**src/rtl/sram_load_pkg.sv**
```systemverilog
// sram_load_pkg: shared types and helpers for the SRAM load sequencer
//   CFG_W        width of each layer config field
//   state_e      sequencer states
//   cfg_t        registered layer geometry
//   ceil_div_bus ceil(v / 2^lg) using a shift and an OR-reduce of the dropped bits
//   sat          clamp a double-width value to CFG_W bits
package sram_load_pkg;
  localparam int CFG_W = 8;
  localparam int PW = 2 * CFG_W;
  typedef enum logic [2:0] {IDLE, CALC, FIL, IFM, NEXT_Z, DONE} state_e;
  typedef struct packed {
    logic [CFG_W-1:0] div_channel_num;
    logic [CFG_W-1:0] ifm_x;
    logic [CFG_W-1:0] ifm_y;
    logic [CFG_W-1:0] fil_x;
    logic [CFG_W-1:0] fil_y;
  } cfg_t;
  function automatic logic [PW-1:0] ceil_div_bus(input logic [PW-1:0] v, input int unsigned lg);
    logic [PW-1:0] mask;
    mask = PW'((1 << lg) - 1);
    return (v >> lg) + PW'(|(v & mask));
  endfunction
  function automatic logic [CFG_W-1:0] sat(input logic [PW-1:0] v);
    return (|v[PW-1:CFG_W]) ? '1 : v[CFG_W-1:0];
  endfunction
endpackage

```
**src/rtl/sram_load_sched_wr_port.sv**
```systemverilog
// sram_wr_port_reg: registered SRAM write-port driver, one cycle behind the accepted beat
//   accept/sparsemap/data/dat_count/chunk_count  beat and address captured on accept
//   wr_*                                         registered write port; wr_valid high only the cycle after accept
module sram_wr_port_reg
  import sram_load_pkg::*;
#(
  parameter int SM_W = 32,
  parameter int D_W  = 256,
  parameter int DC_W = 4,
  parameter int CC_W = 6
) (
  input  logic            clk_i,
  input  logic            rst_i,
  input  logic            accept,
  input  logic [SM_W-1:0] sparsemap,
  input  logic [D_W-1:0]  data,
  input  logic [DC_W-1:0] dat_count,
  input  logic [CC_W-1:0] chunk_count,
  output logic            wr_valid,
  output logic [SM_W-1:0] wr_sparsemap,
  output logic [D_W-1:0]  wr_data,
  output logic [DC_W-1:0] wr_dat_count,
  output logic [CC_W-1:0] wr_chunk_count
);
  always_ff @(posedge clk_i or negedge rst_i) begin
    if (!rst_i) begin
      wr_valid       <= 1'b0;
      wr_sparsemap   <= '0;
      wr_data        <= '0;
      wr_dat_count   <= '0;
      wr_chunk_count <= '0;
    end else begin
      wr_valid <= accept;
      if (accept) begin
        wr_sparsemap   <= sparsemap;
        wr_data        <= data;
        wr_dat_count   <= dat_count;
        wr_chunk_count <= chunk_count;
      end
    end
  end
endmodule

```
**src/rtl/sram_load_sched.sv**
```systemverilog
// sram_load_sched: sequences one layer's filter and IFM chunks from a shared beat stream into the two SRAM write ports
//   clk_i, rst_i (async, active-low)
//   start_i, cfg_*_i          layer start pulse and geometry, sampled in IDLE
//   in_valid_i/in_ready_o     shared sparsemap + nonzero-data beat stream
//   fil_sram_wr_*, ifm_sram_wr_*  registered write ports with dat_count/chunk_count addressing
//   busy_o, finish_o, ovf_o   status; ovf_o sticky until next start
//   SRAM_LOAD_PERF_CNT_EN     adds stall_cnt_o and beat_cnt_o
module sram_load_sched
  import sram_load_pkg::*;
#(
  parameter int BUS_SIZE         = 32,
  parameter int DAT_SIZE         = 8,
  parameter int WR_DAT_CYC_NUM   = 16,
  parameter int SRAM_IFM_NUM     = 64,
  parameter int SRAM_FILTER_NUM  = 64,
  parameter int COMPUTE_UNIT_NUM = 8
) (
  input  logic                                  clk_i,
  input  logic                                  rst_i,
  input  logic                                  start_i,
  input  logic [CFG_W-1:0]                      cfg_channel_num_i,
  input  logic [CFG_W-1:0]                      cfg_div_channel_num_i,
  input  logic [CFG_W-1:0]                      cfg_ifm_x_i,
  input  logic [CFG_W-1:0]                      cfg_ifm_y_i,
  input  logic [CFG_W-1:0]                      cfg_fil_x_i,
  input  logic [CFG_W-1:0]                      cfg_fil_y_i,
  input  logic                                  in_valid_i,
  output logic                                  in_ready_o,
  input  logic [BUS_SIZE-1:0]                   in_sparsemap_i,
  input  logic [BUS_SIZE*DAT_SIZE-1:0]          in_nonzero_data_i,
  output logic                                  ifm_sram_wr_valid_o,
  output logic [BUS_SIZE-1:0]                   ifm_sram_wr_sparsemap_o,
  output logic [BUS_SIZE*DAT_SIZE-1:0]          ifm_sram_wr_nonzero_data_o,
  output logic [$clog2(WR_DAT_CYC_NUM)-1:0]     ifm_sram_wr_dat_count_o,
  output logic [$clog2(SRAM_IFM_NUM)-1:0]       ifm_sram_wr_chunk_count_o,
  output logic                                  fil_sram_wr_valid_o,
  output logic [BUS_SIZE-1:0]                   fil_sram_wr_sparsemap_o,
  output logic [BUS_SIZE*DAT_SIZE-1:0]          fil_sram_wr_nonzero_data_o,
  output logic [$clog2(WR_DAT_CYC_NUM)-1:0]     fil_sram_wr_dat_count_o,
  output logic [$clog2(SRAM_FILTER_NUM)-1:0]    fil_sram_wr_chunk_count_o,
  output logic                                  busy_o,
  output logic                                  finish_o,
  output logic                                  ovf_o
`ifdef SRAM_LOAD_PERF_CNT_EN
  ,
  output logic [31:0]                           stall_cnt_o,
  output logic [31:0]                           beat_cnt_o
`endif
);
  localparam int DC_W = $clog2(WR_DAT_CYC_NUM);
  localparam int IC_W = $clog2(SRAM_IFM_NUM);
  localparam int FC_W = $clog2(SRAM_FILTER_NUM);
  localparam int CU_W = (COMPUTE_UNIT_NUM > 1) ? $clog2(COMPUTE_UNIT_NUM) : 1;
  localparam int unsigned BUS_LG = $clog2(BUS_SIZE);
  state_e state_q, state_d;
  cfg_t cfg_q, cfg_in;
  logic [CFG_W-1:0] rem_ch_q, cur_ch_q, fil_beats_q, ifm_beats_q, beat_q, y_idx_q;
  logic [CFG_W-1:0] cur_ch_c, fil_beats_c, ifm_beats_c;
  logic [PW-1:0] fil_prod, fil_tot, ifm_prod;
  logic [CU_W-1:0] cu_idx_q;
  logic [FC_W-1:0] fil_chunk_q;
  logic [IC_W-1:0] ifm_chunk_q;
  logic ovf_q, finish_q, accept, last_beat, cfg_zero;
  assign cfg_in = '{div_channel_num: cfg_div_channel_num_i, ifm_x: cfg_ifm_x_i, ifm_y: cfg_ifm_y_i,
                    fil_x: cfg_fil_x_i, fil_y: cfg_fil_y_i};
  assign cfg_zero = (cfg_channel_num_i == '0) || (cfg_div_channel_num_i == '0) || (cfg_ifm_x_i == '0) ||
                    (cfg_ifm_y_i == '0) || (cfg_fil_x_i == '0) || (cfg_fil_y_i == '0);
  assign in_ready_o = (state_q == FIL) || (state_q == IFM);
  assign busy_o     = state_q != IDLE;
  assign finish_o   = finish_q;
  assign ovf_o      = ovf_q;
  assign accept     = in_valid_i && in_ready_o;
  assign last_beat  = beat_q == (((state_q == FIL) ? fil_beats_q : ifm_beats_q) - CFG_W'(1));
  // The ceil is clamped before the fil_y multiply; since fil_y >= 1 the result equals saturating the full product.
  assign cur_ch_c    = (rem_ch_q <= cfg_q.div_channel_num) ? rem_ch_q : cfg_q.div_channel_num;
  assign fil_prod    = PW'(cfg_q.fil_x) * PW'(cfg_q.div_channel_num);
  assign fil_tot     = PW'(cfg_q.fil_y) * PW'(sat(ceil_div_bus(fil_prod, BUS_LG)));
  assign fil_beats_c = sat(fil_tot);
  assign ifm_prod    = PW'(cfg_q.ifm_x) * PW'(cur_ch_c);
  assign ifm_beats_c = sat(ceil_div_bus(ifm_prod, BUS_LG));
  always_comb begin
    state_d = state_q;
    case (state_q)
      IDLE:    if (start_i) state_d = cfg_zero ? DONE : CALC;
      CALC:    state_d = FIL;
      FIL:     if (accept && last_beat && cu_idx_q == CU_W'(COMPUTE_UNIT_NUM - 1)) state_d = IFM;
      IFM:     if (accept && last_beat && y_idx_q == cfg_q.ifm_y - CFG_W'(1)) state_d = NEXT_Z;
      NEXT_Z:  state_d = (rem_ch_q == cur_ch_q) ? DONE : CALC;
      DONE:    state_d = IDLE;
      default: state_d = IDLE;
    endcase
  end
  always_ff @(posedge clk_i or negedge rst_i) begin
    if (!rst_i) state_q <= IDLE;
    else state_q <= state_d;
  end
  always_ff @(posedge clk_i or negedge rst_i) begin
    if (!rst_i) begin
      cfg_q       <= '0;
      rem_ch_q    <= '0;
      cur_ch_q    <= '0;
      fil_beats_q <= '0;
      ifm_beats_q <= '0;
      beat_q      <= '0;
      y_idx_q     <= '0;
      cu_idx_q    <= '0;
      fil_chunk_q <= '0;
      ifm_chunk_q <= '0;
      ovf_q       <= 1'b0;
      finish_q    <= 1'b0;
    end else begin
      finish_q <= state_q == DONE;
      if (state_q == IDLE && start_i) begin
        cfg_q       <= cfg_in;
        rem_ch_q    <= cfg_channel_num_i;
        fil_chunk_q <= '0;
        ifm_chunk_q <= '0;
        ovf_q       <= 1'b0;
      end
      if (state_q == CALC) begin
        cur_ch_q    <= cur_ch_c;
        fil_beats_q <= fil_beats_c;
        ifm_beats_q <= ifm_beats_c;
        cu_idx_q    <= '0;
        y_idx_q     <= '0;
        beat_q      <= '0;
        if (32'(fil_beats_c) > WR_DAT_CYC_NUM || 32'(ifm_beats_c) > WR_DAT_CYC_NUM) ovf_q <= 1'b1;
      end
      if (accept) begin
        beat_q <= last_beat ? '0 : beat_q + CFG_W'(1);
        if (last_beat && state_q == FIL) begin
          fil_chunk_q <= fil_chunk_q + FC_W'(1);
          cu_idx_q    <= cu_idx_q + CU_W'(1);
          if (&fil_chunk_q) ovf_q <= 1'b1;
        end
        if (last_beat && state_q == IFM) begin
          ifm_chunk_q <= ifm_chunk_q + IC_W'(1);
          y_idx_q     <= y_idx_q + CFG_W'(1);
          if (&ifm_chunk_q) ovf_q <= 1'b1;
        end
      end
      if (state_q == NEXT_Z) rem_ch_q <= rem_ch_q - cur_ch_q;
    end
  end
  sram_wr_port_reg #(.SM_W(BUS_SIZE), .D_W(BUS_SIZE * DAT_SIZE), .DC_W(DC_W), .CC_W(FC_W)) u_fil (
    .clk_i          (clk_i),
    .rst_i          (rst_i),
    .accept         (accept && state_q == FIL),
    .sparsemap      (in_sparsemap_i),
    .data           (in_nonzero_data_i),
    .dat_count      (beat_q[DC_W-1:0]),
    .chunk_count    (fil_chunk_q),
    .wr_valid       (fil_sram_wr_valid_o),
    .wr_sparsemap   (fil_sram_wr_sparsemap_o),
    .wr_data        (fil_sram_wr_nonzero_data_o),
    .wr_dat_count   (fil_sram_wr_dat_count_o),
    .wr_chunk_count (fil_sram_wr_chunk_count_o)
  );
  sram_wr_port_reg #(.SM_W(BUS_SIZE), .D_W(BUS_SIZE * DAT_SIZE), .DC_W(DC_W), .CC_W(IC_W)) u_ifm (
    .clk_i          (clk_i),
    .rst_i          (rst_i),
    .accept         (accept && state_q == IFM),
    .sparsemap      (in_sparsemap_i),
    .data           (in_nonzero_data_i),
    .dat_count      (beat_q[DC_W-1:0]),
    .chunk_count    (ifm_chunk_q),
    .wr_valid       (ifm_sram_wr_valid_o),
    .wr_sparsemap   (ifm_sram_wr_sparsemap_o),
    .wr_data        (ifm_sram_wr_nonzero_data_o),
    .wr_dat_count   (ifm_sram_wr_dat_count_o),
    .wr_chunk_count (ifm_sram_wr_chunk_count_o)
  );
`ifdef SRAM_LOAD_PERF_CNT_EN
  always_ff @(posedge clk_i or negedge rst_i) begin
    if (!rst_i) begin
      stall_cnt_o <= '0;
      beat_cnt_o  <= '0;
    end else if (state_q == IDLE && start_i) begin
      stall_cnt_o <= '0;
      beat_cnt_o  <= '0;
    end else begin
      if (in_ready_o && !in_valid_i) stall_cnt_o <= stall_cnt_o + 32'd1;
      if (accept) beat_cnt_o <= beat_cnt_o + 32'd1;
    end
  end
`endif
endmodule

```
**config.mk**
```make
export PLATFORM = sky130hd
export DESIGN_NAME = sram_load_sched
export DESIGN_NICKNAME = d
export VERILOG_FILES = /design/src/rtl/sram_load_pkg.sv /design/src/rtl/sram_load_sched_wr_port.sv /design/src/rtl/sram_load_sched.sv
export SDC_FILE = /design/constraint.sdc
export NUM_CORES = 2
export LEC_CHECK = 0
export ABC_AREA = 1
export CAP_MARGIN = 20
export CORE_AREA = 2 2 362 364
export CTS_CLUSTER_DIAMETER = 200
export DETAILED_ROUTE_END_ITERATION = 10
export DIE_AREA = 0 0 364 366
export PLACE_DENSITY_LB_ADDON = 0.3
export SETUP_SLACK_MARGIN = 0.3
export SLEW_MARGIN = 40
export SYNTH_ARGS = -nofsm -noshare
export SYNTH_HDL_FRONTEND = slang
export SYNTH_HIERARCHICAL = 1
export SYNTH_SLANG_ARGS = --single-unit
```
**constraint.sdc**
```tcl
create_clock -name clk_i -period 13.1 [get_ports clk_i]
set_clock_uncertainty 0.2 [all_clocks]
set_input_delay 1.965 -clock clk_i [delete_from_list [all_inputs] [get_ports clk_i]]
set_output_delay 1.965 -clock clk_i [all_outputs]
set_load 0.02 [all_outputs]
```
==> results.json <==
{
  "clkPwrFrac": 0.221,
  "die_width_microns": 364,
  "finalSetupViolations": 0,
  "share_of_post_route_cells_with_drive_strength_above_1": 0.03954,
  "synthDominantCellAreaShare": 0.4974,
  "gr-total-overflow": 0,
  "antenna_violations_before_repair": 48,
  "worstSetupStartpointType": "flip-flop",
  "yosysWarningCount": 6,
  "timing.rr.end": "ovf_o",
  "die-height_microns": 366,
  "cts.repair_timing.setup_buffer_count": 0,
  "r2r_cells": 43,
  "htree_num_levels": 3,
  "finalHoldViolations": 0,
  "cts.reportedPaths.clkPinSlew_ns": 0.06,
  "top_level_port_count": 942,
  "detailed_place_hpwl_mm": 109.6,
  "routed_via_density": 4.434,
  "met2_usage": 0.3542,
  "r2r_start": "cfg_q[38]",
  "net_count_of_the_mapped_netlist": 4959,
  "min_period_over_period": 0.7421,
  "worst_skew_pair.late_latency_ns": 0.69,
  "cell_internal_pwr_mw": 6.107,
  "final.min_clock_period_ns": 9.722,
  "static-leakage-power_nw": 25.67,
  "synth.largest_area_cell": "sky130_fd_sc_hd__dfrtp_1",
  "netlist_instances": 4375,
  "tritoncts.num_buffers": 84,
  "mappedNetlistArea_sq_um": 35520,
  "tns_ns": 0,
  "clock_path_buffers": 3,
  "clock_tree.root_cell": "sky130_fd_sc_hd__clkbuf_16",
  "final_cell_area_sq_um": 49840,
  "cp_data_arrival_time_ns": 10.08,
  "initial_core_util": 0.2753,
  "remaining_drc_errors": 0,
  "min_from": "u_ifm/wr_data[172]",
  "layout.filler_cells": 13240,
  "placed_cells_incl_taps": 6921,
  "synth-seq-cells": 706,
  "final_max_slew_viol_count": 0,
  "critical_path.most_common_cell": "sky130_fd_sc_hd__nand2_1",
  "regToRegSetupSlack_ns": 3.38,
  "grtUsageMet3": 0.06156,
  "cts.repair.resized": 0,
  "area_growth_pct": 40.32,
  "cpMaxStageDelayCell": "sky130_fd_sc_hd__dfrtp_1",
  "asyncSetResetFlopFracSynth": 1.000,
  "max_freq_ghz": 0.1029,
  "hold_path_depth": 2,
  "worst_hold_path.endpoint": "u_ifm/wr_data[172]",
  "rsz_0062_raised_after_global_routing": "false",
  "fp.coreArea_sq_um": 129000,
  "yosysSeqAreaShare": 0.4974,
  "grtUsageTotal": 0.2132,
  "detail-route-antenna-nets": 0,
  "detail_route.wl_per_cell_microns": 20.22,
  "unique_masters_post_synth": 42,
  "portBuffers": 941,
  "seq_power_share": 0.218,
  "via_count": 31450,
  "area.sequential_sq_um": 17670,
  "postLayoutCoreUtil": 0.3864,
  "switching_power_mw": 5.054,
  "multiInputGateArea_sq_um": 15560,
  "synth_edf_count": 0,
  "detailedRoute.firstIterationViolations": 2501,
  "cap_violations": 0,
  "hold_path.class": "reg -> reg",
  "tritoncts_num_sinks": 706,
  "ir_drop_uv": 442.3,
  "cts_tree": "yes",
  "syn_area_per_cell_sq_um": 8.118,
  "type_of_destination_of_the_critical_path": "flip-flop",
  "drt_wl_total_mm": 143.4,
  "final_net_count": 5853,
  "met1_usage": 0.2611,
  "run_status": "finished, final reports clean",
  "firstDrtPassIters": 5,
  "dominant_synthesized_flop_cell": "sky130_fd_sc_hd__dfrtp_1",
  "grt_start_max_net_pins": 158,
  "crit_required_ns": 13.46,
  "grt_pass1_vias": 31310,
  "final_cells": 7093,
  "cts_hold_repair.buffers": 0,
  "p_total_mw": 11.16,
  "power_per_cell_area_nw_per_um2": 224.0,
  "main_area_contributors_after_synthesis": "sky130_fd_sc_hd__dfrtp_1 50%, sky130_fd_sc_hd__nand2_1 24%, sky130_fd_sc_hd__fa_1 6.1%",
  "gpl.final_weighted_congestion": 0.9113,
  "timing.slew.headroom": 0.4340,
  "power_switching_share": 0.4528,
  "grt_first_pass_wirelength_mm": 211.6,
  "share_comb_of_total_power": 0.561,
  "place_area_sq_um": 46750,
  "critPathMaxFanout": 10,
  "synth_most_common_cell": "sky130_fd_sc_hd__nand2_1",
  "core.rowCount": 132,
  "die_area_sq_um": 133200,
  "gr_busiest_metal": "met2",
  "tightestPinTransition_ns": 0.8490,
  "most_frequent_cells_after_synthesis": "2286 x sky130_fd_sc_hd__nand2_1, 706 x sky130_fd_sc_hd__dfrtp_1, 399 x sky130_fd_sc_hd__inv_1",
  "critical_path_class": "reg -> reg",
  "worst_path_largest_cell_delay_ns": 0.56
}
[power by group through the flow]
stage                     Sequential [mW]  Clock (mW)  Combinational (mW)
final                                2.43        2.46                6.27
after global routing                 2.45        2.62                7.38
after CTS                            2.43        2.53                6.31
after global placement               2.47           0                6.27
after floorplan                      2.61           0                4.45
after detailed placement             2.47           0                6.27
[cell type report]
| class | instances | area share |
|---|---|---|
| diodes | 14 | 0.0007030 |
| clock buffers | 121 | 0.04958 |
| clock inverters | 33 | 0.009114 |
| inverters | 409 | 0.03121 |
| multi-input cells | 3094 | 0.3122 |
| flip-flops and latches | 706 | 0.3545 |
| well taps | 1742 | 0.04373 |
| repair buffers | 974 | 0.1989 |
[how the worst max path moves through the flow]
stage | from | end | slack (ns) | cells after the start
after CTS | cfg_q[8] | ovf_o | 3.44 | 43
after global placement | cfg_q[8] | ovf_o | 3.52 | 43
after detailed placement | cfg_q[39] | ovf_o | 3.50 | 43
after global routing | cfg_q[8] | ovf_o | 2.48 | 43
after floorplan | cfg_q[39] | ovf_o | 4.35 | 44
final | cfg_q[38] | ovf_o | 3.38 | 43
[state kept, by name, indices dropped and copies added, names as in the netlist, 4 cells and up]
signal,cells
u_fil/wr_data,256
u_ifm/wr_data,256
cfg_q,40
u_fil/wr_sparsemap,32
u_ifm/wr_sparsemap,32
beat_q,8
cur_ch_q,8
fil_beats_q,8
ifm_beats_q,8
rem_ch_q,8
y_idx_q,8
fil_chunk_q,6
ifm_chunk_q,6
u_fil/wr_chunk_count,6
u_ifm/wr_chunk_count,6
u_fil/wr_dat_count,4
u_ifm/wr_dat_count,4
[cell families after synthesis]
logic type,Yosys count,share of synthesized area
XOR/XNOR,56,0.01381
AND/OR/NAND/NOR,2618,0.2867
buffers and inverters,575,0.06553
flip-flops,706,0.4974
AO/OA/AOI/OAI,176,0.02755
adder cells (fa/ha/maj),244,0.1090
[stage by stage]
| stage | hold slack [ns] | setup WS [ns] |
|---|---|---|
| after global placement | 0.2519 | 3.521 |
| after CTS | 0.2716 | 3.436 |
| after global routing | 0.2774 | 2.484 |
| after floorplan | 0.2493 | 4.354 |
| final | 0.2666 | 3.378 |
| after detailed placement | 0.2570 | 3.502 |
[per-layer routing]
| metal | up-vias | routed length (microns) |
|---|---|---|
| met3 | 200 | 11540 |
| li1 | 15130 | - |
| met1 | 15150 | 59060 |
| met2 | 953 | 68590 |
| met4 | 18 | 4120 |
| met5 | - | 122 |
[critical path: cells and delay by family (launching register included)]
family	cells	cell delay [ns]
AOI/OAI and AO/OA	3	0.60
buffers and inverters	7	0.48
DFF	1	0.56
xor gates and xnor gates	1	0.19
and+or+nand+nor	22	2.66
adders and majority gates	10	4.88
[placed cells by master (no fill, tap or decap), drive strengths merged, types with 93 or more instances in the layout]
master / instances
o21ai: 107
dfrtp: 706
nor2: 155
clkbuf: 121
nand3: 93
ha: 135
nand2: 2290
clkdlybuf4s50: 940
fa: 109
inv: 406
No activity file was read; power rests on OpenSTA's default activity.
